[config.mk]
export PLATFORM = sky130hd
export DESIGN_NAME = memory_stage
export DESIGN_NICKNAME = d
export VERILOG_FILES = /design/src/rtl/memory_stage.sv
export SDC_FILE = /design/constraint.sdc
export NUM_CORES = 1
export LEC_CHECK = 0
export BUFFER_PORTS_ARGS = -buffer_cell sky130_fd_sc_hd__clkbuf_2
export CELL_PAD_IN_SITES_DETAIL_PLACEMENT = 1
export CELL_PAD_IN_SITES_GLOBAL_PLACEMENT = 2
export CORE_ASPECT_RATIO = 1.1
export CORE_UTILIZATION = 30
export CTS_BUF_LIST = sky130_fd_sc_hd__clkbuf_4
export DETAILED_ROUTE_END_ITERATION = 10
export GPL_TIMING_DRIVEN = 0
export HOLD_SLACK_MARGIN = 0.12
export MAX_ROUTING_LAYER = met4
export PLACE_DENSITY = 0.81
export SYNTH_ARGS = -nofsm -noshare
export SYNTH_HDL_FRONTEND = slang
export SYNTH_SLANG_ARGS = --single-unit
[constraint.sdc]
create_clock -name clk -period 2.8 [get_ports clk]
set_clock_uncertainty 0.15 [all_clocks]
set_input_delay 0 -clock clk [delete_from_list [all_inputs] [get_ports clk]]
set_output_delay 0 -clock clk [all_outputs]
set_load 0.03 [all_outputs]
[src/rtl/memory_stage.sv]
// memory_stage: pipeline MEM stage; one data-bus access per load/store, extends load data, registers result for writeback.
// Optional feature: define MEM_MISALIGN_CHECK_EN to flag misaligned accesses instead of issuing them.
module memory_stage #(
  parameter int XLEN   = 64,
  parameter int ADDR_W = 64
) (
  input  logic              clk,
  input  logic              reset,
  input  logic              in_valid,
  output logic              in_ready,
  input  logic [XLEN-1:0]   in_aluout,
  input  logic [XLEN-1:0]   in_stdata,
  input  logic [4:0]        in_dst,
  input  logic              in_memread,
  input  logic              in_memwrite,
  input  logic [1:0]        in_memsize,
  input  logic              in_memunsign,
  output logic              dreq_valid,
  output logic [ADDR_W-1:0] dreq_addr,
  output logic [1:0]        dreq_size,
  output logic [7:0]        dreq_strobe,
  output logic [XLEN-1:0]   dreq_data,
  input  logic              dresp_data_ok,
  input  logic [XLEN-1:0]   dresp_data,
  output logic              out_valid,
  input  logic              out_ready,
  output logic [XLEN-1:0]   out_result,
  output logic [4:0]        out_dst,
  output logic              out_misalign
);
  typedef enum logic [1:0] {IDLE, BUS, HOLD} state_t;
  state_t state_q, state_d;
  logic [ADDR_W-1:0] addr_q, addr_d;
  logic [1:0] size_q, size_d;
  logic [7:0] strobe_q, strobe_d;
  logic [XLEN-1:0] wdata_q, wdata_d, result_q, result_d;
  logic [4:0] dst_q, dst_d;
  logic load_q, load_d, unsign_q, unsign_d, mis_q, mis_d;
  logic accept, is_mem, mis, sext;
  logic [2:0] off;
  logic [7:0] mask;
  logic [XLEN-1:0] sh, ld_ext;
  assign in_ready     = (state_q == IDLE) || (state_q == HOLD && out_ready);
  assign accept       = in_valid && in_ready;
  assign off          = in_aluout[2:0];
  assign is_mem       = in_memread || in_memwrite;
  assign mask         = in_memsize == 2'd0 ? 8'h01 : in_memsize == 2'd1 ? 8'h03 : 8'h0F;
`ifdef MEM_MISALIGN_CHECK_EN
  assign mis = is_mem && (in_memsize == 2'd1 ? off[0] : in_memsize == 2'd2 ? |off[1:0] :
                          in_memsize == 2'd3 ? |off : 1'b0);
`else
  assign mis = 1'b0;
`endif
  assign sh           = dresp_data >> {addr_q[2:0], 3'b000};
  assign sext         = ~unsign_q;
  assign ld_ext       = size_q == 2'd0 ? {{56{sext & sh[7]}}, sh[7:0]} :
                        size_q == 2'd1 ? {{48{sext & sh[15]}}, sh[15:0]} :
                        size_q == 2'd2 ? {{32{sext & sh[31]}}, sh[31:0]} : sh;
  assign dreq_valid   = state_q == BUS;
  assign dreq_addr    = addr_q;
  assign dreq_size    = size_q;
  assign dreq_strobe  = strobe_q;
  assign dreq_data    = wdata_q;
  assign out_valid    = state_q == HOLD;
  assign out_result   = result_q;
  assign out_dst      = dst_q;
  assign out_misalign = mis_q;
  // Next state: capture on accept (including bubble-free capture while retiring), finish bus, or retire.
  always_comb begin
    state_d  = state_q;
    addr_d   = addr_q;
    size_d   = size_q;
    strobe_d = strobe_q;
    wdata_d  = wdata_q;
    result_d = result_q;
    dst_d    = dst_q;
    load_d   = load_q;
    unsign_d = unsign_q;
    mis_d    = mis_q;
    if (accept) begin
      state_d  = (is_mem && !mis) ? BUS : HOLD;
      addr_d   = in_aluout[ADDR_W-1:0];
      size_d   = in_memsize;
      strobe_d = in_memwrite ? (in_memsize == 2'd3 ? 8'hFF : mask << off) : 8'h00;
      wdata_d  = in_stdata << {off, 3'b000};
      result_d = in_aluout;
      dst_d    = in_dst;
      load_d   = in_memread && !in_memwrite;
      unsign_d = in_memunsign;
      mis_d    = mis;
    end else if (state_q == BUS && dresp_data_ok) begin
      state_d  = HOLD;
      result_d = load_q ? ld_ext : result_q;
    end else if (state_q == HOLD && out_ready) begin
      state_d  = IDLE;
    end
  end
  // State and captured fields; reset aborts any open bus access.
  always_ff @(posedge clk or negedge reset) begin
    if (!reset) begin
      state_q  <= IDLE;
      addr_q   <= '0;
      size_q   <= '0;
      strobe_q <= '0;
      wdata_q  <= '0;
      result_q <= '0;
      dst_q    <= '0;
      load_q   <= 1'b0;
      unsign_q <= 1'b0;
      mis_q    <= 1'b0;
    end else begin
      state_q  <= state_d;
      addr_q   <= addr_d;
      size_q   <= size_d;
      strobe_q <= strobe_d;
      wdata_q  <= wdata_d;
      result_q <= result_d;
      dst_q    <= dst_d;
      load_q   <= load_d;
      unsign_q <= unsign_d;
      mis_q    <= mis_d;
    end
  end
endmodule

==> After elaboration in Yosys (flattened, before gate mapping) <==
Index checks and enable logic that the tools add are counted.
{ "word_totals": {"register_bits": 211, "out_inout_bits": 211, "wordCells": 50} }
{ "op_classes": {"n_eq_ne": 6, "shifts": 3, "muxes": 14, "n_bitwise": 4, "n_reduce_logical": 14} }
{ "ops": {"columns": ["cell", "n"], "rows": [
  ["2-to-1 mux 64 bit", 6],
  ["left shift 64 x 6 -> 64 bit", 1],
  [">> shifter 64 x 6 -> 64 bit", 1],
  ["2-to-1 mux 8 bit", 2],
  ["2-to-1 mux 2 bit", 4],
  ["2-to-1 mux 4 bit", 2],
  ["left shift 4 x 3 -> 8 bit", 1],
  ["equality test 2 x 1 -> 1 bit, second input constant", 3],
  ["equality test 2 bit, second input constant", 3],
  ["zero test 2 bit", 3],
  ["logical AND 1 bit", 4],
  ["nonzero test 2 bit", 2],
  ["bitwise AND 1 bit", 3],
  ["nonzero test 3 bit", 1],
  ["logical OR 1 bit", 2],
  ["AND reduction 2 bit", 1],
  ["zero test 1 bit", 1],
  ["NOT 1 bit", 1]
]} }

==> Logic depth before layout (Yosys ltp) <==
Gate-level depths: netlist (run 1).
{ "depth": {"ltp_word": 8, "mapped_depth": 9, "ltp_nobuf": 5} }

==> Worst setup path before layout (run 1) <==
No wires, ideal clock.
{ "synth_path": {"path_kind": "register -> register", "startpoint": "register addr_q[1], in the netlist dreq_addr[1]", "endpoint": "register result_q[45], in the netlist out_result[45]", "setup_time_ps": 124, "arrival_ps": 2142, "t_required_ps": 2526, "slack_ps": 384, "stages_incl_launch_ff": 8, "path_buffers": 2, "synth_period_minus_slack_ps": 2416, "cell_sequence": "dfrtp_1 buf_6 mux2_2 mux4_2 and3_4 nor3_4 buf_6 a21oi_1"} }
{ "synth_via": {"elab_chain_cells": 8, "word_cells_on_any_way": 10, "classes_between": "shift (1); mux (6); bitwise (3)"} }
{ "synth_lines": {"columns": ["item", "line_no", "source"], "rows": [
  ["start: declaration", "33", "logic [ADDR_W-1:0] addr_q, addr_d;"],
  ["start signal: assignment", "113", "addr_q <= addr_d;"],
  [">> shifter 64 x 6 -> 64 bit (*)", "54", "assign sh = dresp_data >> {addr_q[2:0], 3'b000};"],
  ["bitwise AND 1 bit", "58", "size_q == 2'd2 ? {{32{sext & sh[31]}}, sh[31:0]} : sh;"],
  ["2-to-1 mux 64 bit", "58", null],
  ["2-to-1 mux 64 bit", "57", "size_q == 2'd1 ? {{48{sext & sh[15]}}, sh[15:0]} :"],
  ["2-to-1 mux 64 bit (*)", "56", "assign ld_ext = size_q == 2'd0 ? {{56{sext & sh[7]}}, sh[7:0]} :"],
  ["2-to-1 mux 64 bit (*)", "93", "result_d = load_q ? ld_ext : result_q;"],
  ["2-to-1 mux 64 bit (*)", "91", "end else if (state_q == BUS && dresp_data_ok) begin"],
  ["2-to-1 mux 64 bit (*)", "80", "if (accept) begin"],
  ["end signal: assignment", "117", "result_q <= result_d;"],
  ["end: declaration", "36", "logic [XLEN-1:0] wdata_q, wdata_d, result_q, result_d;"]
]} }
Mark *: on every way between the ends. The rest lies on a longest branch, timed or not. The select of a mux whose other input is x is not followed.
A chain may end at the register's enable or synchronous reset.

==> Final worst setup path (run 1) <==
{ "layout_path": {"startpoint": "input in_stdata[0]", "endpoint": "register wdata_q[56], in the netlist dreq_data[56]"} }
{ "layout_via": {"elab_chain_cells": 1} }
{ "layout_lines": {"columns": ["item", "line_no", "source"], "rows": [
  ["start: declaration", "12", "input logic [XLEN-1:0] in_stdata,"],
  ["left shift 64 x 6 -> 64 bit", "85", "wdata_d = in_stdata << {off, 3'b000};"],
  ["end signal: assignment", "116", "wdata_q <= wdata_d;"],
  ["end: declaration", "36", null]
]} }
No other way between the ends.

==> results_dict.tcl, run 1 <==
set metrics [dict create \
    drc 0 \
    start_util 0.307 \
    power.density_mw_per_mm2 1070 \
    slew_viol_final 0 \
    finalCriticalPeriod_ns 2.77 \
    finalSetupViolations 0 \
    final_cell_mix "clkbuf_2 (430), dlygate4sd3_1 (357), nand2_1 (314)" \
    p_switching_uw 10600 \
    synth_warnings 0 \
    cts.sinks 211 \
    p_seq_frac 0.268 \
    synth_top_family_by_area "compound AO/OA/AOI/OAI gates" \
    num_io_pins 418 \
    nFillCells 4609 \
    ys.flop_type "dfrtp_1" \
    slowest_delay_ns 0.69 \
    cts_buffers 59 \
    track_usage 0.352 \
    vias_per_cell 5.49 \
    critPathSlowestCell "dlygate4sd3_1" \
    whs_path_depth 5 \
    routed_wl_um 68600 \
    final_common_cell "clkbuf_2" \
    r2r.worst_path.cells 6 \
    maxCapViolCount 0 \
    synth.distinct_cells 55 \
    fmax_ghz 0.362 \
    worstPathCellList "dlygate4sd3_1 -> clkbuf_2 -> dlygate4sd3_1 -> mux2i_1 -> dlygate4sd3_1 -> mux2i_1 -> nand2_1 -> o31a_1 -> dlygate4sd3_1 -> o21ai_0" \
    worstHoldPathType "input pin to flop" \
    critPathTopFamily "buffers and inverters" \
    slew_headroom 0.443 \
    crit_type "input pin to flop" \
    p_clk_frac 0.153 \
    fp.dieW_um 191 \
    required_ns 3.41 \
    p_sw_frac 0.520 \
    cp.arrival_ns 3.38 \
    p_comb_frac 0.579 \
    grt_pass1_wl_um 101000 \
    globalRoute.totalOverflow 0 \
    hold_start "in_stdata[30]" \
    cts_setup_buffers 0 \
    synth_area_mm2 0.0118 \
    cts_max_level 2 \
    ys_ff_latch 211 \
    synth_fa_ha_area_frac 0 \
    hold-path-endpoint "dreq_data[30]$_DFFE_PN0P_" \
    synth-xor-area-share 0 \
    rsz0062_at_grt "no" \
    tns_ns 0 \
    endpoint_kind "flop" \
    regToRegSetupSlack_ns 0.10 \
    synth_edf_count 0 \
    place.gp.congestion 0.929 \
    fin_util 0.496 \
    tightestPinTransition_ns 0.830 \
    antenna_left 0 \
    synth_compound_area_frac 0.209 \
    via_count 14793 \
    synth-simple-area-share 0.164 \
    numPortBuffers 413 \
    status "finished, final reports clean" \
    finalCritPeriodShare 0.988 \
    layout-drive-gt1-share 0.275 \
    reg2reg_to "out_result[4]$_DFFE_PN0P_" \
    clkTransAtPathRegs_ns 0.07 \
    power.internal_uw 9790 \
    syn_inst 1308 \
    clockBufferDepth 3 \
    cp-start-kind "input pin" \
    grt_pass1_vias 16223 \
    syn_to_final_growth_pct 61.5 \
    ir_drop_v 0.000515 \
    cts_root_buf "clkbuf_4" \
    syn_nets 1515 \
    timing.critical_path.mode_cell "dlygate4sd3_1" \
    design.core.area_mm2 0.0384 \
    syn_area_per_cell_um2 9.01 \
    synth.area.mux_share 0.133 \
    finalHoldViolCount 0 \
    antenna_found_initial 10 \
    die-area_mm2 0.0401 \
    worst-path-buf-inv 5 \
    cp.depth 10 \
    synthArstFlopShare 1.00 \
    nets 2348 \
    rows 75 \
    first_pass_iters 5 \
    crit_fanout 4 \
    dp_hpwl_um 47600 \
    die_h_um 210 \
    grt_max_degree 81 \
    drt-initial-drc-count 1098 \
    leakage_uw 0.00914 \
    ys_seq_area_frac 0.448 \
    cts_tree "done" \
    reg2reg_from "state_q[1]$_DFFE_PN0P_" \
    clk_latency_ns 0.85 \
    wl_per_cell_um 25.4 \
]
sequential cells by signal, summed over array words and instances (netlist names):
name and flops:
dreq_data 64, dreq_size 2, out_result 64, load_q 1
dreq_strobe 8, unsign_q 1, dreq_addr 64, out_dst 5
state_q 2
cell usage after synthesis (5+ instances only):
library cell / count / share of area
nand2_1: 314 / 0.10
dfrtp_1: 211 / 0.45
o21ai_0: 111 / 0.047
mux2i_1: 108 / 0.092
nor2_1: 78 / 0.025
clkbuf_1: 71 / 0.023
a21oi_1: 59 / 0.025
o22ai_1: 40 / 0.021
a211oi_1: 39 / 0.025
nor2b_1: 30 / 0.016
a22o_1: 23 / 0.017
o21a_1: 22 / 0.014
buf_2: 21 / 0.0089
mux4_2: 15 / 0.029
o221ai_1: 15 / 0.011
o31a_1: 14 / 0.010
buf_1: 12 / 0.0038
inv_1: 12 / 0.0038
mux2_2: 12 / 0.011
a41oi_1: 11 / 0.0082
nand3b_1: 9 / 0.0057
a31oi_1: 8 / 0.0042
a32o_1: 8 / 0.0068
and2_1: 7 / 0.0037
o2111ai_1: 6 / 0.0045
a21o_1: 5 / 0.0032
nand2b_1: 5 / 0.0027
power groups by stage:
| stage | clock [uW] | sequential, uW | combinational, uW |
|---|---|---|---|
| global placement | 0 | 5390 | 10800 |
| floorplan | 0 | 8020 | 4250 |
| CTS | 3170 | 5400 | 11500 |
| finish | 3130 | 5470 | 11800 |
| global route | 3350 | 5600 | 12500 |
| detailed placement | 0 | 5440 | 10900 |
worst register-to-register path, stage by stage (launching register included):
cell,delay [ns]
dfrtp_1,0.38
nand2b_1,0.15
nand2_1,0.24
clkbuf_1,0.60
clkbuf_1,0.70
o21ai_0,0.16
a21oi_1,0.18
repair_timing:
item / in CTS / in global routing
hold endpoints to repair: 419 / 0
gates resized for setup: 21 / 31
hold buffers: 358 / 0
endpoints found under the setup margin: 125 / 80
kinds of logic (layout without fill, tap and decap cells):
family	Yosys count	count (layout)
AND/OR/NAND/NOR	460	460
AO/OA/AOI/OAI	376	376
flip-flops	211	211
multiplexers	136	136
buffers and inverters	124	1001
other	1	12
metrics by stage:
step | instance area [um^2] | power [uW] | setup WS (ns) | std cells | hold slack [ns]
floorplan | 11800 | 12300 | 0.384 | 1308 | -0.446
global placement | 14500 | 16200 | -2.89 | 2221 | 0.0463
detailed placement | 14500 | 16400 | -0.762 | 2223 | -0.124
CTS | 19000 | 20100 | 0.00609 | 2686 | 0.120
global route | 19000 | 21400 | 0.00567 | 2696 | 0.166
finish | 19000 | 20400 | 0.0345 | 2696 | 0.160
how the worst max path moves through the flow:
stage | startpoint | end | slack (ns)
after CTS | dreq_addr[0]$_DFFE_PN0P_ | out_result[54]$_DFFE_PN0P_ | 0.006
final | in_stdata[0] | dreq_data[56]$_DFFE_PN0P_ | 0.03
after floorplan | dreq_addr[1]$_DFFE_PN0P_ | out_result[45]$_DFFE_PN0P_ | 0.38
after detailed placement | state_q[0]$_DFFE_PN0P_ | dreq_addr[55]$_DFFE_PN0P_ | -0.76
after global placement | reset | dreq_addr[5]$_DFFE_PN0P_ | -2.89
after global routing | state_q[0]$_DFFE_PN0P_ | out_result[27]$_DFFE_PN0P_ | 0.006
final cells by class:
class	count	area, um^2	area share
Clock buffer	90	676	0.0355
Inverter	13	48.8	0.00256
Clock inverter	15	111	0.00585
Antenna cell	11	27.5	0.00145
Buffer	110	536	0.0281
Sequential cell	211	5280	0.277
Tap cell	500	626	0.0329
Timing Repair Buffer	773	5730	0.301
Multi-Input combinational cell	973	5990	0.315
routing by layer:
layer | vias to the layer above | track usage | part of all wire
met2 | 764 | 0.583 | 0.49
met5 | - | - | 0
met1 | 7403 | 0.399 | 0.39
li1 | 6390 | - | -
met4 | 0 | 0.185 | 0.053
met3 | 236 | 0.0714 | 0.069
(Power assumes the default switching activity.)
==> inputs of run 2 (changes only) <==
--- a/config.mk
+++ b/config.mk
@@ -9,6 +9,7 @@
 export CELL_PAD_IN_SITES_DETAIL_PLACEMENT = 1
 export CELL_PAD_IN_SITES_GLOBAL_PLACEMENT = 2
 export CORE_ASPECT_RATIO = 1.1
+export CORE_MARGIN = 4
 export CORE_UTILIZATION = 30
 export CTS_BUF_LIST = sky130_fd_sc_hd__clkbuf_4
 export DETAILED_ROUTE_END_ITERATION = 10
==> constraint.sdc (replaced) <==
create_clock -name clk -period 2.8 [get_ports clk]
set_clock_uncertainty 0.15 [all_clocks]
set_input_delay 0.42 -clock clk [delete_from_list [all_inputs] [get_ports clk]]
set_output_delay 0.42 -clock clk [all_outputs]
set_load 0.03 [all_outputs]
==> run 2 against run 1 <==
Net effect:
- cell count fell by 8.7%
- global-route usage fell by 6.0 points
- power fell by 3.3%
- final area fell by 13%
- worst setup slack improved by 0.093 ns
- die area rose by 6.1%
- sequential share of layout area rose by 4.0 points
- clock-buffer cell count rose by 2
==> results_dict.tcl, run 2 (synthesis results as in run 1) <==
set metrics [dict create \
    design.core.area_mm2 0.0385 \
    p_clk_frac 0.156 \
    regToRegSetupSlack_ns 0.13 \
    reg2reg_to "out_result[54]$_DFFE_PN0P_" \
    p_seq_frac 0.274 \
    die_h_um 216 \
    antenna_found_initial 8 \
    rsz0062_at_grt "no" \
    reg2reg_from "dreq_addr[0]$_DFFE_PN0P_" \
    first_pass_iters 5 \
    syn_to_final_growth_pct 41.1 \
    fp.dieW_um 197 \
    num_io_pins 418 \
    endpoint_kind "flop" \
    tightestPinTransition_ns 0.820 \
    whs_path_depth 5 \
    final_common_cell "clkbuf_2" \
    vias_per_cell 5.41 \
    critPathSlowestCell "dfrtp_1" \
    worstPathCellList "clkbuf_4 -> buf_4 -> buf_2 -> clkbuf_4 -> mux2i_1 -> nor2_1 -> o21ai_0 -> a21oi_1" \
    globalRoute.totalOverflow 0 \
    r2r.worst_path.cells 8 \
    place.gp.congestion 0.961 \
    place_area_mm2 0.0145 \
    fmax_ghz 0.374 \
    finalCritPeriodShare 0.955 \
    clk_latency_ns 0.74 \
    required_ns 3.23 \
    cts_tree "done" \
    p_switching_uw 10300 \
    leakage_uw 0.00811 \
    hold-path-endpoint "out_result[52]$_DFFE_PN0P_" \
    wl_per_cell_um 25.4 \
    cts_buffers 66 \
    final_cell_mix "clkbuf_2 (426), nand2_1 (314), dfrtp_1 (211)" \
    final_cell_area_mm2 0.0166 \
    hold_start "dresp_data[52]" \
    slew_viol_final 0 \
    clockBufferDepth 3 \
    grt_max_degree 85 \
    p_comb_frac 0.570 \
    ir_drop_v 0.000585 \
    routed_wl_um 62500 \
    power.internal_uw 9430 \
    track_usage 0.292 \
    dp.cells 2223 \
    numPortBuffers 413 \
    crit_fanout 10 \
    fin_util 0.432 \
    finalCriticalPeriod_ns 2.67 \
    power.density_mw_per_mm2 1190 \
    slew_headroom 0.449 \
    crit_type "flop to flop" \
    via_count 13312 \
    cts_root_buf "clkbuf_4" \
    maxCapViolCount 0 \
    timing.critical_path.mode_cell "clkbuf_4" \
    worstHoldPathType "input pin to flop" \
    layout-drive-gt1-share 0.307 \
    start_util 0.306 \
    cts_max_level 3 \
    slowest_delay_ns 0.45 \
    dp_hpwl_um 48500 \
    status "finished, final reports clean" \
    cp.arrival_ns 3.11 \
    die-area_mm2 0.0425 \
    p_sw_frac 0.522 \
    cp-start-kind "flop" \
    grt_pass1_wl_um 90900 \
    antenna_left 0 \
    drt-initial-drc-count 763 \
    clkTransAtPathRegs_ns 0.06 \
    cts.sinks 211 \
    finalSetupViolations 0 \
    grt_pass1_vias 14040 \
    rows 75 \
    nets 2118 \
    timing.hold.ws_ns 0.172 \
    stdcell_count 2461 \
    drc 0 \
    finalHoldViolCount 0 \
]
run 2: cell count changes in the layout (fill, tap and decap cells not counted), moves of 3 or more:
cell	before	now
diode_2	11	8
buf_2	14	19
clkbuf_4	97	94
clkbuf_2	430	426
clkbuf_1	53	59
dlygate4sd3_1	357	119
run 2: per-stage QoR:
step | power (uW) | setup TNS (ns) | worst slack, ns
after global placement | 16200 | -740.19 | -3.34
after global routing | 20900 | 0 | 0.00672
after CTS | 19800 | -4.17 | -0.163
after detailed placement | 16400 | -44.16 | -0.615
after floorplan | 12300 | 0 | 0.384
final | 19700 | 0 | 0.127
run 2: how the worst max path moves through the flow:
stage	start	to	slack (ns)	depth (start not counted)
after floorplan	dreq_addr[1]$_DFFE_PN0P_	out_result[45]$_DFFE_PN0P_	0.38	7
after global placement	reset	dreq_addr[22]$_DFFE_PN0P_	-3.34	1
after detailed placement	in_valid	dreq_addr[55]$_DFFE_PN0P_	-0.62	9
after CTS	state_q[1]$_DFFE_PN0P_	dreq_addr[17]$_DFFE_PN0P_	-0.16	7
after global routing	state_q[0]$_DFFE_PN0P_	dreq_addr[51]$_DFFE_PN0P_	0.007	8
final	dreq_addr[0]$_DFFE_PN0P_	out_result[54]$_DFFE_PN0P_	0.13	8
run 2: power groups by stage:
stage,Sequential (uW),Combinational [uW],Clock [uW]
floorplan,8020,4250,0
finish,5410,11300,3070
detailed placement,5450,11000,0
global placement,5390,10800,0
CTS,5410,11200,3200
global route,5580,11900,3380
run 2: repair_timing:
item,in CTS,in global routing
gates cloned,0,0
setup endpoints to repair,122,117
pin swaps,0,0
buffers inserted,0,0
hold endpoints to repair,393,0
hold buffers,120,0
gates resized for setup,15,22
run 2: final cells by class:
class | count | area, um^2
fillers | 4686 | 21900
multi-input cells | 973 | 5990
flip-flops and latches | 211 | 5280
repair buffers | 535 | 3350
clock buffers | 92 | 691
well taps | 500 | 626
plain buffers | 111 | 514
clock inverters | 18 | 100
inverters | 13 | 51.3
diodes | 8 | 20.0
run 2: per-layer routing:
layer  track usage  share of wire  vias to the layer above
li1              -              -                     5934
met2         0.471           0.48                      587
met5             -              0                        -
met1         0.351           0.40                     6657
met4         0.122          0.040                        0
met3        0.0708          0.075                      134
run 2: worst max-delay path, delay by kind of cell, from the launching register on:
kind | cells | cell delay [ns]
AOI/OAI and AO/OA | 2 | 0.41
buffers and inverters | 4 | 1.23
DFF | 1 | 0.45
and+or+nand+nor | 1 | 0.05
muxes | 1 | 0.21
==> inputs of run 3 (changes only) <==
--- a/config.mk
+++ b/config.mk
@@ -5,18 +5,19 @@
 export SDC_FILE = /design/constraint.sdc
 export NUM_CORES = 1
 export LEC_CHECK = 0
+export ABC_AREA = 1
 export BUFFER_PORTS_ARGS = -buffer_cell sky130_fd_sc_hd__clkbuf_2
 export CELL_PAD_IN_SITES_DETAIL_PLACEMENT = 1
 export CELL_PAD_IN_SITES_GLOBAL_PLACEMENT = 2
 export CORE_ASPECT_RATIO = 1.1
 export CORE_MARGIN = 4
-export CORE_UTILIZATION = 30
+export CORE_UTILIZATION = 25
 export CTS_BUF_LIST = sky130_fd_sc_hd__clkbuf_4
 export DETAILED_ROUTE_END_ITERATION = 10
 export GPL_TIMING_DRIVEN = 0
 export HOLD_SLACK_MARGIN = 0.12
 export MAX_ROUTING_LAYER = met4
-export PLACE_DENSITY = 0.81
+export PLACE_DENSITY = 0.77
 export SYNTH_ARGS = -nofsm -noshare
 export SYNTH_HDL_FRONTEND = slang
 export SYNTH_SLANG_ARGS = --single-unit
==> constraint.sdc (replaced) <==
create_clock -name clk -period 2.2 [get_ports clk]
set_clock_uncertainty 0.15 [all_clocks]
set_input_delay 0.33 -clock clk [delete_from_list [all_inputs] [get_ports clk]]
set_output_delay 0.33 -clock clk [all_outputs]
set_load 0.03 [all_outputs]
==> run 3 against run 2 <==
Net effect:
- largest cell class unchanged
- worst setup slack worse by 0.083 ns
- non-clock buffer count grew 142
- sequential share of layout area down 3.3 points
- highest routed layer unchanged
- wire length increased by 11%
- maximum frequency grew 24%
- final area grew 12%
- clock-buffer cell count decreased by 4
- critical path type unchanged
- die area increased by 22%
- synthesized cell count is 31% higher
- core utilization shrank 4.4 points
==> results_dict.tcl, run 3 <==
set metrics [dict create \
    slew_headroom 0.491 \
    antenna_left 0 \
    layout-drive-gt1-share 0.281 \
    synth_edf_count 0 \
    die-area_mm2 0.0517 \
    synth_warnings 0 \
    wl_per_cell_um 22.1 \
    dp.cells 2780 \
    cts_tree "done" \
    design.core.area_mm2 0.0477 \
    syn_to_final_growth_pct 54.0 \
    cts_setup_buffers 0 \
    antenna_found_initial 4 \
    pre_cts_slack_ns -0.484 \
    fmax_ghz 0.464 \
    clk_latency_ns 0.77 \
    synth.distinct_cells 37 \
    drc 0 \
    status "finished, final reports clean" \
    slowest_delay_ns 0.38 \
    synth_top_area_frac 0.439 \
    drt-initial-drc-count 882 \
    maxCapViolCount 0 \
    timing.critical_path.mode_cell "nand2_1" \
    place.gp.congestion 0.959 \
    track_usage 0.268 \
    power.density_mw_per_mm2 476 \
    dp_hpwl_um 52400 \
    synthArstFlopShare 1.00 \
    syn_inst 1717 \
    via_count 15084 \
    clkTransAtPathRegs_ns 0.06 \
    slew_viol_final 0 \
    worstPathCellList "buf_6 -> buf_4 -> clkbuf_4 -> nand2_1 -> nand2_1 -> o21ai_1 -> nor2_1 -> a21oi_2 -> a31oi_1" \
    cts_buffers 60 \
    num_io_pins 418 \
    nets 2660 \
    ir_drop_v 0.000289 \
    crit_type "flop to flop" \
    syn_nets 1924 \
    setup_slack_ns 0.0439 \
    power_uw 8820 \
    rsz0062_at_grt "yes" \
    routed_wl_um 69600 \
    cts.sinks 211 \
    ys_top_cells_by_area "dfrtp_1 (44%), nand2_1 (22%), o21ai_0 (5.4%)" \
    ys_seq_area_frac 0.439 \
    clockBufferDepth 3 \
    cts_max_level 2 \
    globalRoute.totalOverflow 0 \
    final_cell_mix "nand2_1 (703), clkbuf_2 (446), dlygate4sd3_1 (254)" \
    finalCriticalPeriod_ns 2.16 \
    tightestPinTransition_ns 0.760 \
    grt_max_degree 103 \
    cts_root_buf "clkbuf_4" \
    synth_area_mm2 0.0120 \
    rows 84 \
    grt_pass1_vias 16298 \
    ys.flop_type "dfrtp_1" \
    cp-start-kind "flop" \
    critPathSlowestCell "dfrtp_1" \
    ys_ff_latch 211 \
    syn_area_per_cell_um2 7.01 \
    worstHoldPathType "input pin to flop" \
    synth_common_cells "nand2_1 (712), dfrtp_1 (211), nor2_1 (139)" \
    crit_fanout 10 \
    endpoint_kind "flop" \
    die_h_um 238 \
    leakage_uw 0.0103 \
    grt_pass1_wl_um 102000 \
    finalCritPeriodShare 0.980 \
    numPortBuffers 416 \
    required_ns 2.69 \
    start_util 0.252 \
    whs_path_depth 9 \
    finalHoldViolCount 0 \
    fp.dieW_um 217 \
    first_pass_iters 5 \
    final_common_cell "nand2_1" \
    vias_per_cell 4.79 \
    synth_top_area_cell "dfrtp_1" \
    synth_most_common_cell "nand2_1" \
    stdcell_count 3147 \
    r2r.worst_path.cells 9 \
    finalSetupViolations 0 \
    cp.arrival_ns 2.64 \
]
run 3: final timing paths:
path | to | startpoint | slack [ns]
setup / recovery | out_result[5]$_DFFE_PN0P_ | dreq_addr[0]$_DFFE_PN0P_ | 0.04
hold / removal | out_result[25]$_DFFE_PN0P_ | dresp_data[41] | 0.13
setup reg to reg | out_result[5]$_DFFE_PN0P_ | dreq_addr[0]$_DFFE_PN0P_ | 0.04
hold reg to reg | dreq_strobe[6]$_DFFE_PN0P_ | dreq_strobe[6]$_DFFE_PN0P_ | 0.33
max in group asynchronous | dreq_data[9]$_DFFE_PN0P_ | reset | 0.73
min in group asynchronous | out_result[43]$_DFFE_PN0P_ | reset | 0.62
run 3: cell type report:
type | instances | area [um^2]
antenna | 4 | 10.0
buffer | 114 | 664
clock buffer | 88 | 661
clock inverter | 19 | 82.6
fill | 6152 | 29200
inverter | 88 | 340
multi-input combinational | 1304 | 5970
sequential | 211 | 5280
tap | 645 | 807
timing repair buffer | 674 | 4720
run 3: per-stage QoR:
stage           util  area [um^2]  TNS, ns  hold WS [ns]
2_1_floorplan      -        12000        0        -0.116
3_3_place_gp   0.313        14900  -829.74         0.314
3_5_place_dp   0.314        15000   -30.59         0.107
4_1_cts        0.386        18400        0         0.120
5_1_grt        0.388        18500  -0.0407         0.141
6_report       0.388        18500        0         0.134
run 3: per-layer routing:
metal / GRT usage / vias to the layer above / routed length (um)
li1: - / 7026 / -
met1: 0.309 / 7407 / 28100
met2: 0.470 / 524 / 34900
met3: 0.0472 / 127 / 3790
met4: 0.0964 / 0 / 2770
met5: - / - / 0
run 3: cells by family after synthesis:
group / after synthesis / share of synthesized area
other: 1 / 0.000312
AOI/OAI and AO/OA: 263 / 0.126
and+or+nand+nor: 1025 / 0.348
DFF: 211 / 0.439
buffers and inverters: 202 / 0.0747
muxes: 15 / 0.0125
run 3: worst max-delay path: cells and delay by family (launching register included):
kind | cells | cell delay (ns)
AO/OA/AOI/OAI | 3 | 0.60
buffers and inverters | 3 | 0.52
flip-flops | 1 | 0.38
AND/OR/NAND/NOR | 3 | 0.34
run 3: repair_timing:
item	in CTS	in global routing
hold buffers	259	0
pin swaps	0	3
endpoints found under the setup margin	159	85
endpoints found under the hold margin	420	0
resized for setup	39	93
run 3: power breakdown:
part           internal (uW)  leakage, uW  switching, uW
combinational            605      0.00693            684
sequential              3880      0.00292              0
clock                   1830     0.000439           1830
